`src/rtl/pipe_stage_elastic.sv`:
```
// pipe_stage_elastic
//   Elastic pipeline-stage register for the CPU datapath (IF/ID, ID/EX, ...).
//   Holds up to two payload entries: the main register, which drives the
//   output, and a skid register that absorbs one extra beat while the
//   downstream side is blocked. This keeps full throughput without a
//   combinational path from out_ready to in_ready.
//   A global stall freezes the stage. A flush empties it and drives the
//   bubble encoding on the output. Two saturating counters record stall and
//   flush events for performance analysis.
//
// Parameters
//   DATA_W       payload width in bits
//   FLUSH_VALUE  value driven on out_data_o after reset/flush (bubble/NOP)
//   CNT_W        width of the saturating event counters
//
// Ports
//   clk_i        in   clock, rising edge
//   rst_i        in   asynchronous reset, active-low
//   flush_i      in   discard all held entries (highest priority)
//   stall_i      in   freeze stage: no accept, no issue, contents held
//   in_valid_i   in   upstream payload valid
//   in_ready_o   out  stage can accept this cycle
//   in_data_i    in   upstream payload
//   out_valid_o  out  out_data_o holds a valid entry
//   out_ready_i  in   downstream accepts this cycle
//   out_data_o   out  head entry (main register)
//   stall_cnt_o  out  cycles stalled while holding a valid entry (saturating)
//   flush_cnt_o  out  flushes that discarded at least one entry (saturating)
module pipe_stage_elastic #(
  parameter int                DATA_W      = 64,
  parameter logic [DATA_W-1:0] FLUSH_VALUE = '0,
  parameter int                CNT_W       = 16
) (
  input  logic              clk_i,
  input  logic              rst_i,
  input  logic              flush_i,
  input  logic              stall_i,
  input  logic              in_valid_i,
  output logic              in_ready_o,
  input  logic [DATA_W-1:0] in_data_i,
  output logic              out_valid_o,
  input  logic              out_ready_i,
  output logic [DATA_W-1:0] out_data_o,
  output logic [CNT_W-1:0]  stall_cnt_o,
  output logic [CNT_W-1:0]  flush_cnt_o
);

  typedef enum logic [1:0] {
    EMPTY = 2'd0,
    ONE   = 2'd1,
    FULL  = 2'd2
  } state_t;

  localparam logic [CNT_W-1:0] CNT_MAX = '1;

  state_t            state, state_next;
  logic [DATA_W-1:0] main_q, main_next;
  logic [DATA_W-1:0] skid_q, skid_next;
  logic [CNT_W-1:0]  stall_cnt_q, flush_cnt_q;
  logic              acc, deq;
  logic              stall_event, flush_event;

  // Ready depends only on registered state plus stall/flush, never on
  // out_ready_i. rst_i gating keeps it low while reset is asserted.
  assign in_ready_o  = rst_i & (state != FULL) & ~stall_i & ~flush_i;
  assign out_valid_o = (state != EMPTY);
  assign out_data_o  = main_q;
  assign stall_cnt_o = stall_cnt_q;
  assign flush_cnt_o = flush_cnt_q;

  assign acc = in_valid_i & in_ready_o;
  assign deq = out_valid_o & out_ready_i & ~stall_i & ~flush_i;

  assign stall_event = stall_i & out_valid_o;
  assign flush_event = flush_i & (state != EMPTY);

  // Next-state logic. Stall needs no case of its own: it forces acc and
  // deq low, so every state falls through to "hold".
  always_comb begin
    state_next = state;
    main_next  = main_q;
    skid_next  = skid_q;
    if (flush_i) begin
      state_next = EMPTY;
      main_next  = FLUSH_VALUE;
    end else begin
      unique case (state)
        EMPTY: begin
          if (acc) begin
            state_next = ONE;
            main_next  = in_data_i;
          end
        end
        ONE: begin
          if (acc && !deq) begin
            state_next = FULL;
            skid_next  = in_data_i;
          end else if (acc && deq) begin
            main_next = in_data_i;
          end else if (deq) begin
            state_next = EMPTY;
          end
        end
        FULL: begin
          // The skid entry always follows main, preserving order.
          if (deq) begin
            state_next = ONE;
            main_next  = skid_q;
          end
        end
        default: begin
          state_next = EMPTY;
          main_next  = FLUSH_VALUE;
        end
      endcase
    end
  end

  // State and payload registers.
  always_ff @(posedge clk_i or negedge rst_i) begin
    if (!rst_i) begin
      state  <= EMPTY;
      main_q <= FLUSH_VALUE;
      skid_q <= '0;
    end else begin
      state  <= state_next;
      main_q <= main_next;
      skid_q <= skid_next;
    end
  end

  // Event counters stick at their maximum instead of wrapping.
  always_ff @(posedge clk_i or negedge rst_i) begin
    if (!rst_i) begin
      stall_cnt_q <= '0;
      flush_cnt_q <= '0;
    end else begin
      if (stall_event && (stall_cnt_q != CNT_MAX)) begin
        stall_cnt_q <= stall_cnt_q + CNT_W'(1);
      end
      if (flush_event && (flush_cnt_q != CNT_MAX)) begin
        flush_cnt_q <= flush_cnt_q + CNT_W'(1);
      end
    end
  end

endmodule
```
`config.mk`:
```
export PLATFORM = sky130hd
export DESIGN_NAME = pipe_stage_elastic
export DESIGN_NICKNAME = d
export VERILOG_FILES = /design/src/rtl/pipe_stage_elastic.sv
export SDC_FILE = /design/constraint.sdc
export NUM_CORES = 1
export LEC_CHECK = 0
export BUFFER_PORTS_ARGS = -buffer_cell sky130_fd_sc_hd__buf_2
export CAP_MARGIN = 0
export CORE_MARGIN = 2
export CORE_UTILIZATION = 45
export CTS_BUF_LIST = sky130_fd_sc_hd__clkbuf_4 sky130_fd_sc_hd__clkbuf_8
export DETAILED_ROUTE_END_ITERATION = 6
export PLACE_DENSITY = 0.68
export SETUP_SLACK_MARGIN = 0.5
export SLEW_MARGIN = 20
export SYNTH_ARGS = -nofsm -noshare
export SYNTH_HDL_FRONTEND = slang
export SYNTH_SLANG_ARGS = --single-unit
```
`constraint.sdc`:
```
create_clock -name clk_i -period 2.4 [get_ports clk_i]
set_input_delay 0.36 -clock clk_i [delete_from_list [all_inputs] [get_ports clk_i]]
set_output_delay 0.36 -clock clk_i [all_outputs]
set_load 0.005 [all_outputs]
```
==> impl_metrics.py, run 1 <==
metrics = {
    "run_status": {
        "status": "complete, no violations",
    },
    "drt": {
        "wl_per_cell_um": 17.7,
        "finalWirelength_mm": 19.9,
        "vias": 6103,
        "drc": 0,
        "ant_nets": 0,
        "initialDrtViolationCount": 469,
        "firstDrtPassIters": 4,
        "vias_per_cell": 5.41,
    },
    "timing": {
        "finalCritPeriodShare": 0.826,
        "hold_viol_final": 0,
        "fin_skew_ns": 0.0158,
        "final_max_slew_viol_count": 0,
        "slew_headroom": 0.385,
        "rsz0062_at_grt": "yes",
        "fin_crit_ns": 1.98,
        "worstMarginPinSlew_ns": 0.923,
        "max_freq_mhz": 505,
        "setup_viol": 0,
        "finalSetupTns_ns": 0,
    },
    "die": {
        "core_um2": 17200,
        "dieArea_um2": 18600,
        "io_pins": 168,
        "fp.dieH_um": 136,
        "rows": 48,
        "start_util": 0.457,
        "die_w_um": 136,
    },
    "clock_tree": {
        "cts-root-buf": "clkbuf_8",
        "cts_tree": "done",
        "insertion_delay_ns": 0.46,
        "clockBufferDepth": 2,
        "clock-sinks": 162,
        "ctsHoldBuffers": 0,
        "clk_pin_slew_ns": 0.08,
        "numCtsBuffers": 17,
        "htreeDepth": 4,
    },
    "cells_and_area": {
        "syn_to_final_growth_pct": 22.6,
        "layout_commonest_cell": "buf_2",
        "layout-drive-gt1-share": 0.343,
        "fin_nets": 963,
        "nFillCells": 1533,
        "final_cell_mix": "166 x buf_2, 158 x dfrtp_1, 131 x a21oi_1",
    },
    "critical_path": {
        "crit_buf_inv": 2,
        "cp_data_arrival_time_ns": 2.32,
        "required_ns": 2.74,
        "cp_slowest_cell": "or4b_4",
        "crit_family": "simple AND/OR/NAND/NOR gates",
        "cpPeakStageDelay_ns": 0.63,
        "path_class": "reg2reg",
        "path_cells": "buf_8, nand2b_4, or4b_4, buf_16, mux2_4",
        "critPathMaxFanout": 18,
        "crit_path_start_kind": "register",
        "cp-end-kind": "register",
    },
    "logic_synthesis": {
        "synthesis.area_um2": 7880,
        "ys_seq_area_frac": 0.514,
        "netlist_top_cells_area": "dfrtp_1 51%, mux2_4 11%, a21oi_1 8.3%, nor2b_1 5.3%, or3_1 5.2%",
        "yosys.area_share.simple": 0.158,
        "synth_compound_area_frac": 0.135,
        "synthMuxAreaShare": 0.121,
        "avgSynthCellArea_um2": 10.8,
        "synth_top_family_by_area": "simple AND/OR/NAND/NOR gates",
        "synth_cell_type_count": 41,
        "synth_top_area_cell": "dfrtp_1",
        "ys_ff_latch": 162,
        "synth_fa_ha_area_frac": 0.00318,
        "synthCells": 731,
        "synth_xor_xnor_area_share": 0.0311,
        "syn_nets": 803,
        "ys_warn_count": 0,
        "synth_top_area_frac": 0.514,
    },
    "pwr": {
        "p_per_area_nw_per_um2": 569,
        "power_mw": 5.50,
        "ir_worst_vdd_v": 0.000316,
        "p_leak_nw": 4.83,
    },
    "placement": {
        "dp_hpwl_mm": 11.4,
        "gp_congestion": 0.835,
        "portBuffers": 167,
    },
    "global_routing": {
        "grt_pass1_wl_mm": 30.4,
        "grt_pass1_vias": 5868,
        "grt_util_all_layers": 0.208,
        "grt_start_max_net_pins": 163,
        "grt_overflow": 0,
        "antenna_found_initial": 1,
    },
    "min_path": {
        "min_path_type": "in2async",
    },
    "flow_run": {
        "maxCapViolCount": 0,
    },
}
per-layer routing:
layer | track usage | up-vias | wire length, µm
met5 | 0 | - | 0
met4 | 0.0747 | 0 | 336
met3 | 0.0436 | 23 | 1030
met2 | 0.310 | 171 | 9360
met1 | 0.299 | 2984 | 9190
li1 | - | 2925 | -
layout make-up:
class	instances	area (µm²)	area share
Sequential cell	162	4060	0.420
Antenna cell	1	2.50	0.000259
Clock buffer	21	283	0.0293
Inverter	2	7.51	0.000777
Timing Repair Buffer	199	1290	0.133
Multi-Input combinational cell	509	3630	0.376
Clock inverter	9	106	0.0110
Tap cell	225	282	0.0291
sequential cells by signal, summed over array words and instances (netlist names):
name and flops:
out_data_o 64, flush_cnt_o 16, state 2, skid_q 64, stall_cnt_o 16
cell usage after synthesis (all sizes together):
| library cell | number |
|---|---|
| a21oi | 131 |
| and3 | 3 |
| and4 | 2 |
| and4bb | 1 |
| buf | 12 |
| clkbuf | 48 |
| dfrtp | 162 |
| ha | 2 |
| inv | 2 |
| mux2 | 65 |
| nand2 | 11 |
| nand2b | 1 |
| nand3 | 11 |
| nand3b | 1 |
| nand4 | 15 |
| nand4bb | 1 |
| nor2 | 8 |
| nor2b | 67 |
| nor3 | 6 |
| nor3b | 2 |
| nor4 | 7 |
| nor4b | 1 |
| o2111ai | 1 |
| o21a | 2 |
| o21ai | 66 |
| o21ba | 2 |
| o31ai | 2 |
| o41a | 1 |
| o41ai | 1 |
| or2 | 2 |
| or3 | 66 |
| or4b | 1 |
| xnor2 | 16 |
| xor2 | 12 |
power breakdown:
| part | total (mW) | internal, mW | leakage [nW] | switching, mW |
|---|---|---|---|---|
| registers | 2.95 | 2.84 | 2.23 | 0.108 |
| logic | 0.541 | 0.268 | 2.41 | 0.272 |
| clock network | 2.01 | 1.00 | 0.193 | 1.00 |
| total | 5.50 | 4.11 | 4.83 | 1.38 |
per-stage QoR:
stage	hold slack, ns	instances	cell area (µm²)	utilization	setup WS (ns)
5_1_grt	0.108	1128	9660	0.561	0.387
2_1_floorplan	0.0644	731	7900	-	0.392
3_3_place_gp	0.475	1078	8950	0.519	0.228
4_1_cts	0.107	1111	9410	0.546	0.431
3_5_place_dp	0.486	1078	8950	0.519	0.205
6_report	0.0186	1128	9660	0.561	0.418
final timing paths:
path | startpoint | end | slack, ns | cells after the start
min | rst_i | flush_cnt_o[10]$_DFFE_PN0P_ | 0.02 | 2
min in group clk_i | in_data_i[0] | skid_q[0]$_DFFE_PN0P_ | 0.13 | 2
max | state[1]$_DFFE_PN0P_ | skid_q[59]$_DFFE_PN0P_ | 0.42 | 5
min reg2reg | stall_cnt_o[4]$_DFFE_PN0P_ | stall_cnt_o[4]$_DFFE_PN0P_ | 0.50 | 1
max in group asynchronous | rst_i | skid_q[4]$_DFFE_PN0P_ | 1.64 | 2
max reg2reg | state[1]$_DFFE_PN0P_ | skid_q[59]$_DFFE_PN0P_ | 0.42 | 5
timing repair:
item / in CTS / in global routing
endpoints found under the setup margin: 87 / 123
pin swaps: 0 / 4
gates cloned: 1 / 7
gates resized for setup: 4 / 14
buffers inserted: 2 / 9
logic make-up after synthesis:
family / Yosys count
xor gates and xnor gates: 28
adders and majority gates: 2
muxes: 65
and+or+nand+nor: 206
AOI/OAI and AO/OA: 206
DFF: 162
buffers and inverters: 62
Note: power is estimated with default switching activity, not from simulation.
==> inputs of run 2 (changes only) <==
--- a/config.mk
+++ b/config.mk
@@ -11,7 +11,7 @@
 export CORE_UTILIZATION = 45
 export CTS_BUF_LIST = sky130_fd_sc_hd__clkbuf_4 sky130_fd_sc_hd__clkbuf_8
 export DETAILED_ROUTE_END_ITERATION = 6
-export PLACE_DENSITY = 0.68
+export PLACE_DENSITY = 0.7
 export SETUP_SLACK_MARGIN = 0.5
 export SLEW_MARGIN = 20
 export SYNTH_ARGS = -nofsm -noshare
==> constraint.sdc (replaced) <==
create_clock -name clk_i -period 1.7 [get_ports clk_i]
set_input_delay 0.255 -clock clk_i [delete_from_list [all_inputs] [get_ports clk_i]]
set_output_delay 0.255 -clock clk_i [all_outputs]
set_load 0.005 [all_outputs]
==> impl_metrics.py, run 2 (synthesis results as in run 1) <==
metrics = {
    "run_status": {
        "status": "finished, violations left",
        "violations": "hold timing, setup timing",
    },
    "placement": {
        "placed_cells": 1115,
        "portBuffers": 167,
        "dp_hpwl_mm": 12.0,
        "gp_congestion": 0.828,
        "dpl_cell_area_um2": 9340,
    },
    "drt": {
        "vias": 7087,
        "wl_per_cell_um": 21.2,
        "firstDrtPassIters": 5,
        "initialDrtViolationCount": 517,
        "vias_per_cell": 5.71,
        "ant_nets": 0,
        "drc": 0,
        "finalWirelength_mm": 26.3,
    },
    "critical_path": {
        "path_cells": "buf_4, nand2b_4, or4b_4, buf_12, mux2_4",
        "r2r_start": "state[1]$_DFFE_PN0P_",
        "required_ns": 2.04,
        "cp_slowest_cell": "or4b_4",
        "crit_family": "simple AND/OR/NAND/NOR gates",
        "critPathMaxFanout": 36,
        "rrSetupSlack_ns": -0.22,
        "crit_path_start_kind": "register",
        "cp_data_arrival_time_ns": 2.27,
        "path_class": "reg2reg",
        "cp-end-kind": "register",
        "cpPeakStageDelay_ns": 0.53,
        "rr_worst_depth": 5,
        "crit_buf_inv": 2,
        "reg2reg_to": "skid_q[27]$_DFFE_PN0P_",
    },
    "global_routing": {
        "gr-usage-met2": 0.420,
        "grt_start_max_net_pins": 108,
        "met3_usage": 0.0567,
        "antenna_found_initial": 3,
        "grt_pass1_wl_mm": 38.2,
        "grt_pass1_vias": 6829,
        "busiest_layer": "met2",
        "use_met1": 0.371,
        "grt_overflow": 0,
        "grt_util_all_layers": 0.267,
    },
    "timing": {
        "rsz0062_at_grt": "yes",
        "slew_headroom": 0.290,
        "whs_ns": -0.125,
        "fin_crit_ns": 1.92,
        "fin_skew_ns": 0.0107,
        "finalCritPeriodShare": 1.13,
        "finalSetupTns_ns": -23.75,
        "layout_setup_ws_ns": -0.222,
        "worstMarginPinSlew_ns": 1.06,
        "max_freq_mhz": 520,
        "hold_viol_final": 55,
        "setup_viol": 157,
        "final_max_slew_viol_count": 0,
    },
    "clock_tree": {
        "clockBufferDepth": 2,
        "insertion_delay_ns": 0.46,
        "ctsHoldBuffers": 1,
        "numCtsBuffers": 17,
        "htreeDepth": 4,
        "clock-sinks": 162,
        "clk_pin_slew_ns": 0.09,
        "cts-root-buf": "clkbuf_8",
        "cts_tree": "done",
    },
    "die": {
        "fp.dieH_um": 136,
        "io_pins": 168,
        "dieArea_um2": 18600,
        "start_util": 0.457,
        "core_um2": 17200,
        "rows": 48,
        "die_w_um": 136,
    },
    "pwr": {
        "p_per_area_nw_per_um2": 729,
        "ir_worst_vdd_v": 0.000449,
        "p_leak_nw": 5.86,
    },
    "cells_and_area": {
        "fin_nets": 1075,
        "instances_no_fill": 1242,
        "layout-drive-gt1-share": 0.525,
        "final_cell_mix": "158 x dfrtp_1, 148 x buf_2, 95 x a21oi_1",
        "layout_commonest_cell": "dfrtp_1",
        "nFillCells": 1176,
        "syn_to_final_growth_pct": 53.1,
        "design_area_um2": 12100,
    },
    "min_path": {
        "min_path_type": "in2async",
    },
    "flow_run": {
        "maxCapViolCount": 0,
    },
}
[run 2: area by class of cell]
type / instances / area (µm²) / share of cell area
multi-input combinational: 508 / 4250 / 0.352
clock inverter: 12 / 180 / 0.0149
tap: 225 / 282 / 0.0233
antenna: 1 / 2.50 / 0.000207
timing repair buffer: 312 / 3010 / 0.250
sequential: 162 / 4060 / 0.336
inverter: 2 / 7.51 / 0.000622
clock buffer: 20 / 269 / 0.0223
[run 2: worst max-delay path by stage]
stage                          from                         end  slack (ns)  depth (start not counted)
2_1_floorplan               flush_i      skid_q[13]$_DFFE_PN0P_       -0.20                          7
3_3_place_gp                stall_i      skid_q[63]$_DFFE_PN0P_       -0.29                          6
3_5_place_dp                stall_i       skid_q[1]$_DFFE_PN0P_       -0.27                          6
4_1_cts        state[1]$_DFFE_PN0P_                 out_valid_o       -0.20                          5
5_1_grt        state[1]$_DFFE_PN0P_  out_data_o[20]$_DFFE_PN0P_       -0.26                          9
6_report       state[1]$_DFFE_PN0P_      skid_q[27]$_DFFE_PN0P_       -0.22                          5
[run 2: stage by stage]
stage	util	worst slack [ns]	power, mW
CTS	0.658	-0.199	8.64
detailed placement	0.542	-0.269	5.07
floorplan	-	-0.203	4.61
global placement	0.542	-0.286	5.05
global route	0.700	-0.263	9.12
finish	0.700	-0.222	8.80
[run 2: layer usage]
metal	wire (µm)	up-vias
li1	-	3169
met1	11300	3604
met2	12800	265
met3	1640	47
met4	522	2
met5	13	-
[run 2: repair_timing]
item	4_1_cts	5_1_grt
endpoints found under the setup margin	259	297
hold endpoints to repair	56	55
pin swaps	92	57
gates cloned	24	4
gates resized for setup	168	106
setup buffers	39	26
[run 2: where the power goes]
| part | leakage (nW) | switching, mW | internal (mW) |
|---|---|---|---|
| sequential | 2.23 | 0.121 | 4.01 |
| combinational | 3.40 | 0.631 | 0.802 |
| clock | 0.223 | 1.54 | 1.70 |
| total | 5.86 | 2.29 | 6.51 |
==> inputs of run 3 (changes only) <==
--- a/config.mk
+++ b/config.mk
@@ -5,6 +5,7 @@
 export SDC_FILE = /design/constraint.sdc
 export NUM_CORES = 1
 export LEC_CHECK = 0
+export ABC_AREA = 1
 export BUFFER_PORTS_ARGS = -buffer_cell sky130_fd_sc_hd__buf_2
 export CAP_MARGIN = 0
 export CORE_MARGIN = 2
==> impl_metrics.py, run 3 <==
metrics = {
    "run_status": {
        "status": "finished, violations left",
        "violations": "hold timing",
    },
    "die": {
        "fp.dieH_um": 138,
        "io_pins": 168,
        "core_um2": 17800,
        "rows": 49,
        "dieArea_um2": 19200,
        "die_w_um": 138,
        "start_util": 0.456,
    },
    "logic_synthesis": {
        "synth_edf_count": 0,
        "ys.flop_type": "dfrtp_1",
        "ys_seq_area_frac": 0.498,
        "synthCells": 1074,
        "ys_warn_count": 0,
        "netlist_top_cells_area": "dfrtp_1 50%, nand2_1 21%, nand3_1 4.7%, inv_1 4.2%, a21oi_1 3.9%",
        "synthArstFlopShare": 1.00,
        "yosysMostFrequentCell": "nand2_1",
        "synth_top_area_cell": "dfrtp_1",
        "avgSynthCellArea_um2": 7.57,
        "syn_nets": 1146,
        "ys_ff_latch": 162,
        "synth_top_area_frac": 0.498,
        "synth_cell_type_count": 31,
        "synth_commonest_cells": "465 x nand2_1, 162 x dfrtp_1, 91 x inv_1",
        "synthesis.area_um2": 8130,
    },
    "timing": {
        "final_max_slew_viol_count": 0,
        "hold_viol_final": 35,
        "fin_skew_ns": 0.0141,
        "fin_crit_ns": 1.59,
        "finalSetupTns_ns": 0,
        "layout_setup_ws_ns": 0.108,
        "worstMarginPinSlew_ns": 0.827,
        "slew_headroom": 0.448,
        "rsz0062_at_grt": "yes",
        "max_freq_mhz": 628,
        "finalCritPeriodShare": 0.937,
        "whs_ns": -0.0339,
        "setup_viol": 0,
    },
    "drt": {
        "firstDrtPassIters": 5,
        "ant_nets": 0,
        "initialDrtViolationCount": 592,
        "finalWirelength_mm": 26.6,
        "drc": 0,
        "wl_per_cell_um": 16.8,
        "vias_per_cell": 5.15,
        "vias": 8143,
    },
    "critical_path": {
        "rr_worst_depth": 7,
        "cp-end-kind": "register",
        "path_class": "reg2reg",
        "cp_data_arrival_time_ns": 1.94,
        "crit_family": "simple AND/OR/NAND/NOR gates",
        "path_cells": "nand2_4, nand4_4, a21oi_4, nand2_8, clkbuf_16, nand2_1, nand2_1",
        "cp_slowest_cell": "dfrtp_2",
        "path_common_cell": "nand2_1",
        "crit_buf_inv": 1,
        "required_ns": 2.04,
        "critPathMaxFanout": 11,
        "cp.depth": 7,
        "crit_path_start_kind": "register",
        "cpPeakStageDelay_ns": 0.47,
    },
    "clock_tree": {
        "insertion_delay_ns": 0.46,
        "clockBufferDepth": 2,
        "clock-sinks": 162,
        "clk_pin_slew_ns": 0.08,
        "cts-root-buf": "clkbuf_8",
        "cts_tree": "done",
        "htreeDepth": 4,
        "numCtsBuffers": 17,
    },
    "pwr": {
        "power_mw": 12.2,
        "p_per_area_nw_per_um2": 1030,
        "p_leak_nw": 6.30,
        "ir_worst_vdd_v": 0.000910,
    },
    "flow_run": {
        "maxCapViolCount": 0,
    },
    "cells_and_area": {
        "final_cell_mix": "429 x nand2_1, 152 x dfrtp_1, 150 x buf_2",
        "fin_nets": 1408,
        "layout-drive-gt1-share": 0.368,
        "layout_commonest_cell": "nand2_1",
        "finalCoreUtilization": 0.664,
        "syn_to_final_growth_pct": 45.6,
    },
    "placement": {
        "gp_congestion": 0.885,
        "portBuffers": 167,
        "dp_hpwl_mm": 13.3,
        "dp_slack_ns": 0.0903,
    },
    "global_routing": {
        "grt_util_all_layers": 0.267,
        "grt_start_max_net_pins": 147,
        "grt_overflow": 0,
        "grt_pass1_wl_mm": 41.0,
        "antenna_found_initial": 5,
        "grt_pass1_vias": 7874,
    },
    "min_path": {
        "min_path_type": "in2async",
    },
}
## run 3: cell types whose count changed after synthesis, sizes merged, moves of 6 or more
cell    previous run  this run
nand2             11       470
inv                2        96
nand3             11        80
nor2b             67         0
a21oi            131        65
or3               66         0
mux2              65         0
clkbuf            48        13
buf               12        46
nor2               8        35
nand4             15         6
o21ai             66        74
nor4               7         0
xor2              12         6
## run 3: layout make-up
type | count | area, µm²
Clock buffer | 19 | 262
Fill cell | 1427 | 5990
Tap cell | 229 | 287
Inverter | 96 | 373
Sequential cell | 162 | 4070
Multi-Input combinational cell | 757 | 3980
Timing Repair Buffer | 302 | 2680
Clock inverter | 13 | 195
Antenna cell | 4 | 10.0
## run 3: routing by layer
layer | wire (µm) | vias up | GRT usage
met5 | 11 | - | 0
met4 | 569 | 2 | 0.0951
met3 | 1900 | 41 | 0.0679
met2 | 12600 | 323 | 0.424
met1 | 11500 | 3875 | 0.357
li1 | - | 3902 | -
## run 3: where the power goes
part           leakage, nW  internal [mW]  total (mW)  switching (mW)
registers             2.13           4.62        5.16           0.539
clock network        0.220           1.70        3.27            1.56
logic                 3.96           1.89        3.74            1.85
total                 6.30           8.21        12.2            3.96
## run 3: worst register-to-register path, delay by kind of cell, from the launching register on
family / cells / cell delay, ns
simple gates: 5 / 0.50
compound gates: 1 / 0.30
flops: 1 / 0.47
buf+inv: 1 / 0.22
## run 3: stage by stage
step,area (µm²),hold WS (ns),cells
2_1_floorplan,8690,-0.0406,1074
3_3_place_gp,9640,0.261,1437
3_5_place_dp,9640,0.256,1437
4_1_cts,11500,0.00828,1567
5_1_grt,11800,0.0116,1581
6_report,11800,-0.0339,1582
## run 3: cell families after synthesis
kind of cell,after synthesis,share of synthesized area
buffers and inverters,155,0.0921
XOR/XNOR,17,0.0183
adder cells (fa/ha/maj),2,0.00308
AO/OA/AOI/OAI,140,0.0872
AND/OR/NAND/NOR,598,0.301
flip-flops,162,0.498
## run 3: what timing repair did
| item | 4_1_cts | 5_1_grt |
|---|---|---|
| buffers inserted | 84 | 3 |
| gates resized for setup | 127 | 21 |
| hold buffers | 1 | 0 |
| endpoints found under the setup margin | 260 | 260 |
| pin swaps | 41 | 9 |
| cloned | 13 | 8 |
| endpoints found under the hold margin | 16 | 0 |
## run 3: worst paths after layout
| check | from | endpoint | slack, ns |
|---|---|---|---|
| worst max-delay path | state[1]$_DFFE_PN0P_ | out_data_o[59]$_DFFE_PN0P_ | 0.11 |
| worst min-delay path | rst_i | skid_q[61]$_DFFE_PN0P_ | -0.03 |
| worst max register to register | state[1]$_DFFE_PN0P_ | out_data_o[59]$_DFFE_PN0P_ | 0.11 |
| worst min register to register | out_data_o[28]$_DFFE_PN0P_ | out_data_o[28]$_DFFE_PN0P_ | 0.48 |
| max in group asynchronous | rst_i | stall_cnt_o[3]$_DFFE_PN0P_ | 1.11 |
| min in group clk_i | in_data_i[7] | skid_q[7]$_DFFE_PN0P_ | 0.03 |
